--- src/rtl/pipe_addsub_if.sv ---
// pipe_addsub_if: operand/result bundle for the pipelined adder/subtractor.
//
// Signals (master = upstream producer/consumer, slave = pipe_addsub):
//   en        global pipeline enable; 0 freezes every pipeline register
//   in_valid  an operation is present on a/b/cin/sub this cycle
//   a, b      WIDTH-bit operands
//   cin       carry-in (ignored when sub=1)
//   sub       0: a+b+cin, 1: a-b
//   sum       registered result
//   cout      carry out of the MSB (for subtract: 1 = no borrow)
//   ovf       signed overflow of the operation
//   out_valid sum/cout/ovf hold a completed operation
//
// Handshake: valid-only, no backpressure. An operation transfers on a rising
// clk edge where en=1 and in_valid=1; when en=0 nothing transfers and the
// producer must hold its inputs. out_valid is high for exactly one enabled
// cycle per accepted operation, and outputs hold while en=0.
interface pipe_addsub_if #(
  parameter int WIDTH = 32
) ();
  logic             en;
  logic             in_valid;
  logic [WIDTH-1:0] a;
  logic [WIDTH-1:0] b;
  logic             cin;
  logic             sub;
  logic [WIDTH-1:0] sum;
  logic             cout;
  logic             ovf;
  logic             out_valid;

  modport master (
    output en, in_valid, a, b, cin, sub,
    input  sum, cout, ovf, out_valid
  );

  modport slave (
    input  en, in_valid, a, b, cin, sub,
    output sum, cout, ovf, out_valid
  );
endinterface

--- src/rtl/pipe_addsub.sv ---
// pipe_addsub: fully pipelined ripple-segment adder/subtractor.
//
// A WIDTH-bit add is split into NSEG = WIDTH/SEG segments; stage k adds
// segment k plus the carry registered by stage k-1. Latency is NSEG enabled
// edges (the capture edge counts as the first), throughput one op per
// enabled cycle. WIDTH must be a multiple of SEG.
//
// Ports:
//   clk  rising-edge clock
//   rst  asynchronous active-high reset; clears all state, drops in-flight ops
//   bus  pipe_addsub_if.slave (en, in_valid, a, b, cin, sub -> sum, cout,
//        ovf, out_valid)
//
// Each stage k keeps two things:
//   sum_q  : the (k+1)*SEG low result bits already resolved (de-skew)
//   ra_q/rb_q : the operand bits not yet added (skew), dropping one segment
//               per stage, so segment k meets its carry at stage k.
module pipe_addsub #(
  parameter int WIDTH = 32,
  parameter int SEG   = 4
) (
  input  logic         clk,
  input  logic         rst,
  pipe_addsub_if.slave bus
);
  localparam int NSEG = WIDTH / SEG;

  // Subtract is a + ~b + 1, so the mode is folded in before stage 0.
  logic [WIDTH-1:0] b_eff;
  logic             cin_eff;

  assign b_eff   = bus.sub ? ~bus.b : bus.b;
  assign cin_eff = bus.sub | bus.cin;

  for (genvar k = 0; k < NSEG; k++) begin : g_st
    localparam int RIW = WIDTH - k * SEG;  // operand bits arriving at stage k
    localparam int SW  = (k + 1) * SEG;    // result bits resolved after stage k

    logic [RIW-1:0] ra_in;
    logic [RIW-1:0] rb_in;
    logic           c_in;
    logic           v_in;
    logic [SEG:0]   seg_sum;
    logic [SW-1:0]  sum_d;
    logic [SW-1:0]  sum_q;
    logic           c_q;
    logic           v_q;

    if (k == 0) begin : g_first
      assign ra_in = bus.a;
      assign rb_in = b_eff;
      assign c_in  = cin_eff;
      assign v_in  = bus.in_valid;
      assign sum_d = seg_sum[SEG-1:0];
    end else begin : g_chain
      assign ra_in = g_st[k-1].g_rem.ra_q;
      assign rb_in = g_st[k-1].g_rem.rb_q;
      assign c_in  = g_st[k-1].c_q;
      assign v_in  = g_st[k-1].v_q;
      assign sum_d = {seg_sum[SEG-1:0], g_st[k-1].sum_q};
    end

    // One SEG-bit ripple per stage; seg_sum[SEG] is the carry to stage k+1.
    assign seg_sum = {1'b0, ra_in[SEG-1:0]} + {1'b0, rb_in[SEG-1:0]}
                   + {{SEG{1'b0}}, c_in};

    always_ff @(posedge clk or posedge rst) begin
      if (rst) begin
        sum_q <= '0;
        c_q   <= 1'b0;
        v_q   <= 1'b0;
      end else if (bus.en) begin
        sum_q <= sum_d;
        c_q   <= seg_sum[SEG];
        v_q   <= v_in;
      end
    end

    // The last stage consumes its operands directly, so it has no remainder.
    if (k < NSEG - 1) begin : g_rem
      logic [RIW-SEG-1:0] ra_q;
      logic [RIW-SEG-1:0] rb_q;

      always_ff @(posedge clk or posedge rst) begin
        if (rst) begin
          ra_q <= '0;
          rb_q <= '0;
        end else if (bus.en) begin
          ra_q <= ra_in[RIW-1:SEG];
          rb_q <= rb_in[RIW-1:SEG];
        end
      end
    end
  end

  // The top segment of the last stage still carries the MSBs of a and b_eff,
  // so the signed overflow is decided there alongside the final ripple.
  logic ovf_d;
  logic ovf_q;

  assign ovf_d = (g_st[NSEG-1].ra_in[SEG-1] == g_st[NSEG-1].rb_in[SEG-1])
              && (g_st[NSEG-1].seg_sum[SEG-1] != g_st[NSEG-1].ra_in[SEG-1]);

  always_ff @(posedge clk or posedge rst) begin
    if (rst) begin
      ovf_q <= 1'b0;
    end else if (bus.en) begin
      ovf_q <= ovf_d;
    end
  end

  assign bus.sum       = g_st[NSEG-1].sum_q;
  assign bus.cout      = g_st[NSEG-1].c_q;
  assign bus.out_valid = g_st[NSEG-1].v_q;
  assign bus.ovf       = ovf_q;
endmodule

--- src/flat_wrapper.sv ---
// flat-port wrapper written by rule: the top's interface ports become plain ports
module pipe_addsub_flat 
#(
  parameter int WIDTH = 32,
  parameter int SEG   = 4
)
  (clk, rst, bus_en, bus_in_valid, bus_a, bus_b, bus_cin, bus_sub, bus_sum, bus_cout, bus_ovf, bus_out_valid);
  pipe_addsub_if #(.WIDTH(WIDTH)) bus_i ();
  input  logic clk;
  input  logic rst;
  input wire logic [$bits(bus_i.en)-1:0] bus_en;
  input wire logic [$bits(bus_i.in_valid)-1:0] bus_in_valid;
  input wire logic [$bits(bus_i.a)-1:0] bus_a;
  input wire logic [$bits(bus_i.b)-1:0] bus_b;
  input wire logic [$bits(bus_i.cin)-1:0] bus_cin;
  input wire logic [$bits(bus_i.sub)-1:0] bus_sub;
  output wire logic [$bits(bus_i.sum)-1:0] bus_sum;
  output wire logic [$bits(bus_i.cout)-1:0] bus_cout;
  output wire logic [$bits(bus_i.ovf)-1:0] bus_ovf;
  output wire logic [$bits(bus_i.out_valid)-1:0] bus_out_valid;
  assign bus_i.en = bus_en;
  assign bus_i.in_valid = bus_in_valid;
  assign bus_i.a = bus_a;
  assign bus_i.b = bus_b;
  assign bus_i.cin = bus_cin;
  assign bus_i.sub = bus_sub;
  assign bus_sum = bus_i.sum;
  assign bus_cout = bus_i.cout;
  assign bus_ovf = bus_i.ovf;
  assign bus_out_valid = bus_i.out_valid;
  pipe_addsub #(.WIDTH(WIDTH), .SEG(SEG)) u_core (.clk(clk), .rst(rst), .bus(bus_i));
endmodule
--- config.mk ---
export PLATFORM = sky130hd
export DESIGN_NAME = pipe_addsub_flat
export DESIGN_NICKNAME = d
export VERILOG_FILES = /design/src/rtl/pipe_addsub_if.sv /design/src/rtl/pipe_addsub.sv /design/src/flat_wrapper.sv
export SDC_FILE = /design/constraint.sdc
export NUM_CORES = 1
export LEC_CHECK = 0
export ABC_AREA = 1
export CORE_AREA = 2 2 167 169
export CTS_CLUSTER_DIAMETER = 120
export CTS_CLUSTER_SIZE = 30
export DETAILED_ROUTE_END_ITERATION = 10
export DIE_AREA = 0 0 169 171
export PLACE_DENSITY_LB_ADDON = 0.08
export SLEW_MARGIN = 20
export SYNTH_ARGS = -nofsm -noshare
export SYNTH_HDL_FRONTEND = slang
export SYNTH_SLANG_ARGS = --single-unit
export TNS_END_PERCENT = 30
--- constraint.sdc ---
create_clock -name clk -period 19.05 [get_ports clk]
set_input_delay 3.81 -clock clk [delete_from_list [all_inputs] [get_ports clk]]
set_output_delay 3.81 -clock clk [all_outputs]
set_load 0.01 [all_outputs]
==> results.cfg, run 1 <==
[critical_path]
rr_endpoint = u_core.g_st[1].sum_q[6]$_DFFE_PP0P_
worst_setup_path_end_kind = flop
ff2ff_setup_slack_ps = 17270
path_class = in2reg
worstPathArrival_ps = 6130
reg2reg_depth = 7
crit_fanout = 187
startpoint_type = input pin
reg2reg_from = u_core.g_st[0].g_rem.rb_q[0]$_DFFE_PP0P_
required_ps = 19410

[placed_design]
hpwl_um = 16900
dpl.cell_count = 2109
numPortBuffers = 104
place_congestion = 0.790

[clock_tree]
cts_inserted_buffers = 16
clk_latency_ps = 510
cts_tree = done
post-cts-setup-buffers = 0
clk_pin_slew_ps = 110
clockRootBuffer = clkbuf_16
h-tree-depth = 1
clock_sinks = 385
cts_resized = 0
cts_buffer_depth = 3
cts_hold_buf = 0

[timing]
setup_viol = 0
period_share_pct = 30.3
rsz0062_at_grt = no
fmax_mhz = 173
slew_headroom_pct = 29.1
hold_violations = 0
finClkSkew_ps = 9.34
tightest_slew_ps = 1060
drv_slew = 0
setup_tns_ps = 0
min_period_ps = 5770

[die]
initial_utilization_pct = 58.0
dieArea_um2 = 28900
die_y_um = 171
die_x_um = 169
coreArea_um2 = 27300
pin_count = 105
core.rowCount = 61

[synth]
yosys-top-cells-area = dfrtp_1 61%, nand2_1 22%, o21ai_0 3.7%
synth_area_per_cell_um2 = 9.10
synth_top_area_share_pct = 60.8
synth.largest_area_cell = dfrtp_1
ys_seq_area_share_pct = 60.8
synth_nets = 1853
yosysWarnings = 0
synth-seq-cells = 385
synth_cell_types = 19
netlist_instances = 1743
syn_area_um2 = 15900

[detailed_routing]
wire_per_inst_um = 13.1
ant_nets = 0
dr.pass1.iters = 5
first_iter_violations = 893
wirelength_um = 27800
vias_per_cell = 4.93
via_count = 10495
detail_route.drc_violations = 0

[global_route]
grt_use_total_pct = 20.2
grt_pass1_wl_um = 49000
grt_max_degree = 281
grt_pass1_vias = 10060
antenna_found_initial = 0
overflow = 0

[final_layout]
final_nets = 1892
drive_gt1_share_pct = 1.63
fin_cells = 2128
seq_area_um2 = 9630
nFillCells = 2394
multiInputGateArea_um2 = 5320
antenna_cells = 0
final_util_pct = 63.2
final_common_cell = nand2_1
layout_common_cells = 937 x nand2_1, 385 x dfrtp_1, 116 x o21ai_0
syn_to_final_growth_pct = 8.95

[outcome]
status = complete, no violations

[pwr]
p_leak_nw = 9.09
ir_drop_mv = 0.0480
p_per_area_nw_per_um2 = 99.8

[worst_hold_path]
min_path_cells = 2
holdPathEnd = u_core.bus.sum[12]$_DFFE_PP0P_
hold_class = reg2reg
hold_start = u_core.bus.sum[12]$_DFFE_PP0P_

[job]
maxCapViolCount = 0
==> flip-flops by register name (all words and copies together), names as in the netlist <==
name / count
u_core.bus.sum: 32
u_core.g_st.v_q: 7
u_core.g_st.c_q: 7
u_core.g_st.g_rem.ra_q: 112
u_core.g_st.sum_q: 112
u_core.g_st.g_rem.rb_q: 112
u_core.bus.out_valid: 1
u_core.bus.cout: 1
u_core.bus.ovf: 1
==> synth_stat cells <==
cell type,number
a21oi_1,20
a22oi_2,1
buf_2,21
buf_4,50
buf_6,7
clkbuf_1,11
dfrtp_1,385
fa_1,16
ha_1,24
inv_1,78
inv_2,1
nand2_1,937
nand3_1,31
nor2_1,10
o21ai_0,116
o21ai_1,2
o31ai_1,1
xnor2_1,29
xor2_1,3
==> worst max path at each step <==
stage,start,to,slack (ps)
3_5_place_dp,bus_en,u_core.g_st[2].g_rem.ra_q[4]$_DFFE_PP0P_,12770
4_1_cts,bus_en,u_core.g_st[2].g_rem.ra_q[4]$_DFFE_PP0P_,13330
2_1_floorplan,rst,u_core.bus.cout$_DFFE_PP0P_,4540
5_1_grt,bus_en,u_core.g_st[2].sum_q[6]$_DFFE_PP0P_,13070
6_report,bus_en,u_core.g_st[1].sum_q[6]$_DFFE_PP0P_,13280
3_3_place_gp,bus_en,u_core.g_st[4].sum_q[18]$_DFFE_PP0P_,12830
==> critical path, cell delays in order <==
cell     delay [ps]
buf_8           220
inv_8           690
buf_4           890
a21oi_1          70
o21ai_0         100
o21ai_0          90
==> metal layers <==
layer	part of all wire (%)	global-route usage, %
met1	52	31.9
met2	44	31.1
met3	3.1	2.17
met4	1.1	3.60
met5	0	0
==> layout make-up <==
class | count | share of cell area (%)
sequential | 385 | 55.8
multi-input combinational | 1190 | 30.8
timing repair buffer | 110 | 6.59
tap | 346 | 2.51
clock buffer | 17 | 2.46
inverter | 79 | 1.80
clock inverter | 1 | 0.0435
==> report_power, final <==
group | internal, mW | total, mW | switching [mW]
Clock | 0.162 | 0.397 | 0.235
Combinational | 0.129 | 0.296 | 0.167
Sequential | 0.956 | 1.03 | 0.0752
==> cell families (layout without fill, tap and decap cells) <==
kind of cell,Yosys count,count (layout),share of synthesized area (%)
buffers and inverters,168,207,5.66
AOI/OAI and AO/OA,140,140,4.48
and+or+nand+nor,978,978,23.4
adders and majority gates,40,40,3.91
DFF,385,385,60.8
xor gates and xnor gates,32,32,1.77
==> stage by stage <==
stage,setup WS [ps],power (mW),hold WS [ps],area (um^2)
6_report,13280,1.72,480,17300
3_5_place_dp,12770,1.35,458,16800
4_1_cts,13330,1.74,483,17200
3_3_place_gp,12830,1.33,454,16800
2_1_floorplan,4540,1.24,442,15900
5_1_grt,13070,1.84,495,17300
Note: power is estimated with default switching activity, not from simulation.
==> inputs of run 2 (changes only) <==
==> constraint.sdc (replaced) <==
create_clock -name clk -period 5.6 [get_ports clk]
set_input_delay 1.12 -clock clk [delete_from_list [all_inputs] [get_ports clk]]
set_output_delay 1.12 -clock clk [all_outputs]
set_load 0.01 [all_outputs]
==> results.cfg, run 2 (synthesis gave the netlist of run 1 again) <==
[final_layout]
syn_to_final_growth_pct = 9.18
drive_gt1_share_pct = 1.85
antenna_cells = 0
final_common_cell = nand2_1
fin_area_um2 = 17300
final_util_pct = 63.3
top_regs = u_core.g_st.g_rem.ra_q: 112 flops, u_core.g_st.g_rem.rb_q: 112 flops, u_core.g_st.sum_q: 112 flops
fin_cells = 2132
layout_common_cells = 937 x nand2_1, 385 x dfrtp_1, 116 x o21ai_0
nFillCells = 2349
final_nets = 1896

[placed_design]
numPortBuffers = 104
dpl_cell_area_um2 = 16900
dpl.cell_count = 2114
place_ws_ps = 2390
place_congestion = 0.813
hpwl_um = 17500

[global_route]
antenna_found_initial = 0
grt_pass1_wl_um = 48100
overflow = 0
grt_pass1_vias = 9937
grt_max_degree = 194
grt_use_total_pct = 19.9

[critical_path]
reg2reg_depth = 7
rr_endpoint = u_core.g_st[1].sum_q[6]$_DFFE_PP0P_
required_ps = 5970
reg2reg_from = u_core.g_st[0].g_rem.rb_q[0]$_DFFE_PP0P_
startpoint_type = input pin
path_class = in2reg
ff2ff_setup_slack_ps = 3780
crit_fanout = 33
worstPathArrival_ps = 3040
worst_setup_path_end_kind = flop

[pwr]
p_per_area_nw_per_um2 = 339
ir_drop_mv = 0.190
p_leak_nw = 9.11
power_mw = 5.86

[timing]
hold_ws_ps = 476
drv_slew = 0
fmax_mhz = 375
min_period_ps = 2670
period_share_pct = 47.6
slew_headroom_pct = 40.9
setup_viol = 0
rsz0062_at_grt = no
hold_violations = 0
tightest_slew_ps = 887
finClkSkew_ps = 8.63
final.setup.worst_slack_ps = 2930
setup_tns_ps = 0

[die]
initial_utilization_pct = 58.0
die_y_um = 171
pin_count = 105
die_x_um = 169
core.rowCount = 61
coreArea_um2 = 27300
dieArea_um2 = 28900

[detailed_routing]
dr.pass1.iters = 5
wire_per_inst_um = 13.0
ant_nets = 0
detail_route.drc_violations = 0
vias_per_cell = 4.95
first_iter_violations = 870
wirelength_um = 27600
via_count = 10559

[job]
maxCapViolCount = 0

[clock_tree]
cts_inserted_buffers = 16
clockRootBuffer = clkbuf_16
clk_pin_slew_ps = 110
cts_tree = done
cts_buffer_depth = 3
cts_resized = 0
h-tree-depth = 1
post-cts-setup-buffers = 0
cts_hold_buf = 0
clock_sinks = 385
clk_latency_ps = 510

[outcome]
status = complete, no violations

[worst_hold_path]
holdPathEnd = u_core.g_st[6].sum_q[20]$_DFFE_PP0P_
hold_class = reg2reg
hold_start = u_core.g_st[5].sum_q[20]$_DFFE_PP0P_
min_path_cells = 2
-- run 2: layout make-up --
type / count / area, um^2 / area share (%)
sequential: 385 / 9630 / 55.7
multi-input combinational: 1190 / 5320 / 30.7
inverter: 79 / 308 / 1.78
clock buffer: 17 / 425 / 2.46
tap: 346 / 433 / 2.50
timing repair buffer: 114 / 1180 / 6.81
clock inverter: 1 / 7.51 / 0.0434
-- run 2: how the worst max path moves through the flow --
stage / from / cells past startpoint / to / slack (ps)
after global routing: bus_sub / 9 / u_core.g_st[0].c_q$_DFFE_PP0P_ / 2770
after global placement: bus_sub / 9 / u_core.g_st[0].c_q$_DFFE_PP0P_ / 2430
after CTS: bus_sub / 9 / u_core.g_st[0].c_q$_DFFE_PP0P_ / 2930
after floorplan: rst / 1 / u_core.bus.cout$_DFFE_PP0P_ / -700
after detailed placement: bus_sub / 9 / u_core.g_st[0].c_q$_DFFE_PP0P_ / 2390
final: bus_sub / 9 / u_core.g_st[0].c_q$_DFFE_PP0P_ / 2930
-- run 2: critical path, cell delays in order --
cell	delay [ps]
buf_2	670
xnor2_1	220
fa_1	200
inv_1	60
fa_1	390
nand2_1	80
inv_1	40
o21ai_0	180
a22oi_2	60
-- run 2: power breakdown --
part / switching [mW] / internal [mW] / leakage [nW]
logic: 0.565 / 0.444 / 4.00
clock network: 0.793 / 0.551 / 0.210
registers: 0.254 / 3.25 / 4.90
total: 1.61 / 4.25 / 9.11
-- run 2: layer usage --
| metal | share of wire (%) | vias to the layer above | wire length (um) | global-route usage, % |
|---|---|---|---|---|
| met5 | 0 | - | 0 | 0 |
| met3 | 3.6 | 27 | 993 | 2.15 |
| met2 | 44 | 173 | 12200 | 31.1 |
| met4 | 1.5 | 0 | 418 | 3.90 |
| li1 | - | 5398 | - | - |
| met1 | 51 | 4961 | 14000 | 30.8 |
==> inputs of run 3 (changes only) <==
==> constraint.sdc (replaced) <==
create_clock -name clk -period 2.6 [get_ports clk]
set_input_delay 0.52 -clock clk [delete_from_list [all_inputs] [get_ports clk]]
set_output_delay 0.52 -clock clk [all_outputs]
set_load 0.01 [all_outputs]
==> results.cfg, run 3 (synthesis gave the netlist of run 1 again) <==
[detailed_routing]
ant_nets = 0
wirelength_um = 28300
first_iter_violations = 812
via_count = 10677
wire_per_inst_um = 13.2
dr.pass1.iters = 5
vias_per_cell = 4.97
detail_route.drc_violations = 0

[pwr]
ir_drop_mv = 0.373
seq_power_share_pct = 59.7
power_mw = 12.7
combPwrFrac_pct = 17.5
power.internal_mw = 9.18
switching_power_mw = 3.51
p_per_area_nw_per_um2 = 724
p_leak_nw = 9.22
switching_share_pct = 27.7
p_clk_share_pct = 22.9

[placed_design]
place_congestion = 0.785
dpl_cell_area_um2 = 17100
hpwl_um = 18700
numPortBuffers = 104

[critical_path]
crit_fanout = 2
ff2ff_setup_slack_ps = 880
path_class = reg2out
cp-endpoint = bus_out_valid
crit_cells = 1
startpoint_type = flop
worstPathArrival_ps = 1450
crit_start = u_core.bus.out_valid$_DFFE_PP0P_
rr_endpoint = u_core.g_st[1].c_q$_DFFE_PP0P_
cp_slowest_cell = clkdlybuf4s50_1
required_ps = 2080
worst_setup_path_end_kind = primary output
slowest_delay_ps = 550
cpLargestDelayFamily = buffers and inverters
reg2reg_from = u_core.g_st[0].g_rem.rb_q[0]$_DFFE_PP0P_
reg2reg_depth = 8
path_cells = clkdlybuf4s50_1
path_buf_inv = 1

[die]
pin_count = 105
initial_utilization_pct = 58.0
dieArea_um2 = 28900
core.rowCount = 61
coreArea_um2 = 27300
die_y_um = 171
die_x_um = 169

[global_route]
met2_usage_pct = 32.9
antenna_found_initial = 0
grt_util_met1_pct = 31.6
grt_pass1_wl_um = 49800
grt_busiest_layer = met2
met3_usage_pct = 1.83
grt_pass1_vias = 10364
overflow = 0
grt_max_degree = 145
grt_use_total_pct = 20.6

[final_layout]
drive_gt1_share_pct = 2.77
final_nets = 1913
top_regs = u_core.g_st.g_rem.ra_q: 112 flops, u_core.g_st.g_rem.rb_q: 112 flops, u_core.g_st.sum_q: 112 flops
layout_common_cells = 937 x nand2_1, 385 x dfrtp_1, 116 x o21ai_0
antenna_cells = 0
final_util_pct = 64.2
fin_area_um2 = 17500
syn_to_final_growth_pct = 10.6
final_common_cell = nand2_1

[clock_tree]
cts_inserted_buffers = 16
h-tree-depth = 1
post-cts-setup-buffers = 0
cts_buffer_depth = 3
cts_tree = done
clock_sinks = 385
clk_latency_ps = 510
cts_hold_buf = 0
cts_resized = 0
clk_pin_slew_ps = 110
clockRootBuffer = clkbuf_16

[timing]
rsz0062_at_grt = no
period_share_pct = 75.7
setup_viol = 0
min_period_ps = 1970
tightest_slew_ps = 726
fmax_mhz = 508
drv_slew = 0
hold_ws_ps = 344
hold_violations = 0
slew_headroom_pct = 51.6
finClkSkew_ps = 11.2

[outcome]
status = complete, no violations

[job]
maxCapViolCount = 0

[worst_hold_path]
hold_class = in2async
[run 3: cell type report]
cell class                 count  area, um^2
clock buffer                  17         425
inverter                      79         308
multi-input combinational   1190        5320
timing repair buffer         131        1410
tap                          346         433
sequential                   385        9630
fill                        2398        9790
clock inverter                 1        7.51
[run 3: metrics by stage]
| step | setup TNS [ps] | cells | setup WS (ps) |
|---|---|---|---|
| 6_report | 0 | 2149 | 631 |
| 5_1_grt | 0 | 2149 | 560 |
| 4_1_cts | 0 | 2149 | 599 |
| 3_5_place_dp | 0 | 2131 | 283 |
| 3_3_place_gp | 0 | 2131 | 323 |
| 2_1_floorplan | -1191940 | 1743 | -3100 |
[run 3: how the worst min path moves through the flow]
stage                                                        start                                        to  cells past startpoint
after CTS                                                      rst       u_core.g_st[6].sum_q[1]$_DFFE_PP0P_                      2
after detailed placement            u_core.bus.sum[15]$_DFFE_PP0P_            u_core.bus.sum[15]$_DFFE_PP0P_                      2
after global placement    u_core.g_st[4].g_rem.ra_q[9]$_DFFE_PP0P_  u_core.g_st[4].g_rem.ra_q[9]$_DFFE_PP0P_                      2
after floorplan           u_core.g_st[1].g_rem.rb_q[4]$_DFFE_PP0P_  u_core.g_st[1].g_rem.rb_q[4]$_DFFE_PP0P_                      2
after global routing                                           rst       u_core.g_st[5].sum_q[6]$_DFFE_PP0P_                      2
final                                                          rst       u_core.g_st[5].sum_q[3]$_DFFE_PP0P_                      2
[run 3: power by group through the flow]
stage / Combinational [mW] / Sequential (mW) / Clock, mW
finish: 2.22 / 7.57 / 2.90
global route: 2.60 / 7.70 / 3.23
CTS: 2.26 / 7.57 / 3.00
detailed placement: 2.25 / 7.69 / 0
global placement: 2.17 / 7.66 / 0
floorplan: 1.47 / 7.61 / 0
[run 3: routing by layer]
layer	part of all wire [%]	wire length (um)	up-vias
met5	0	0	-
met4	1.3	359	0
met3	2.8	789	26
met2	46	12900	145
met1	50	14200	5067
li1	-	-	5439
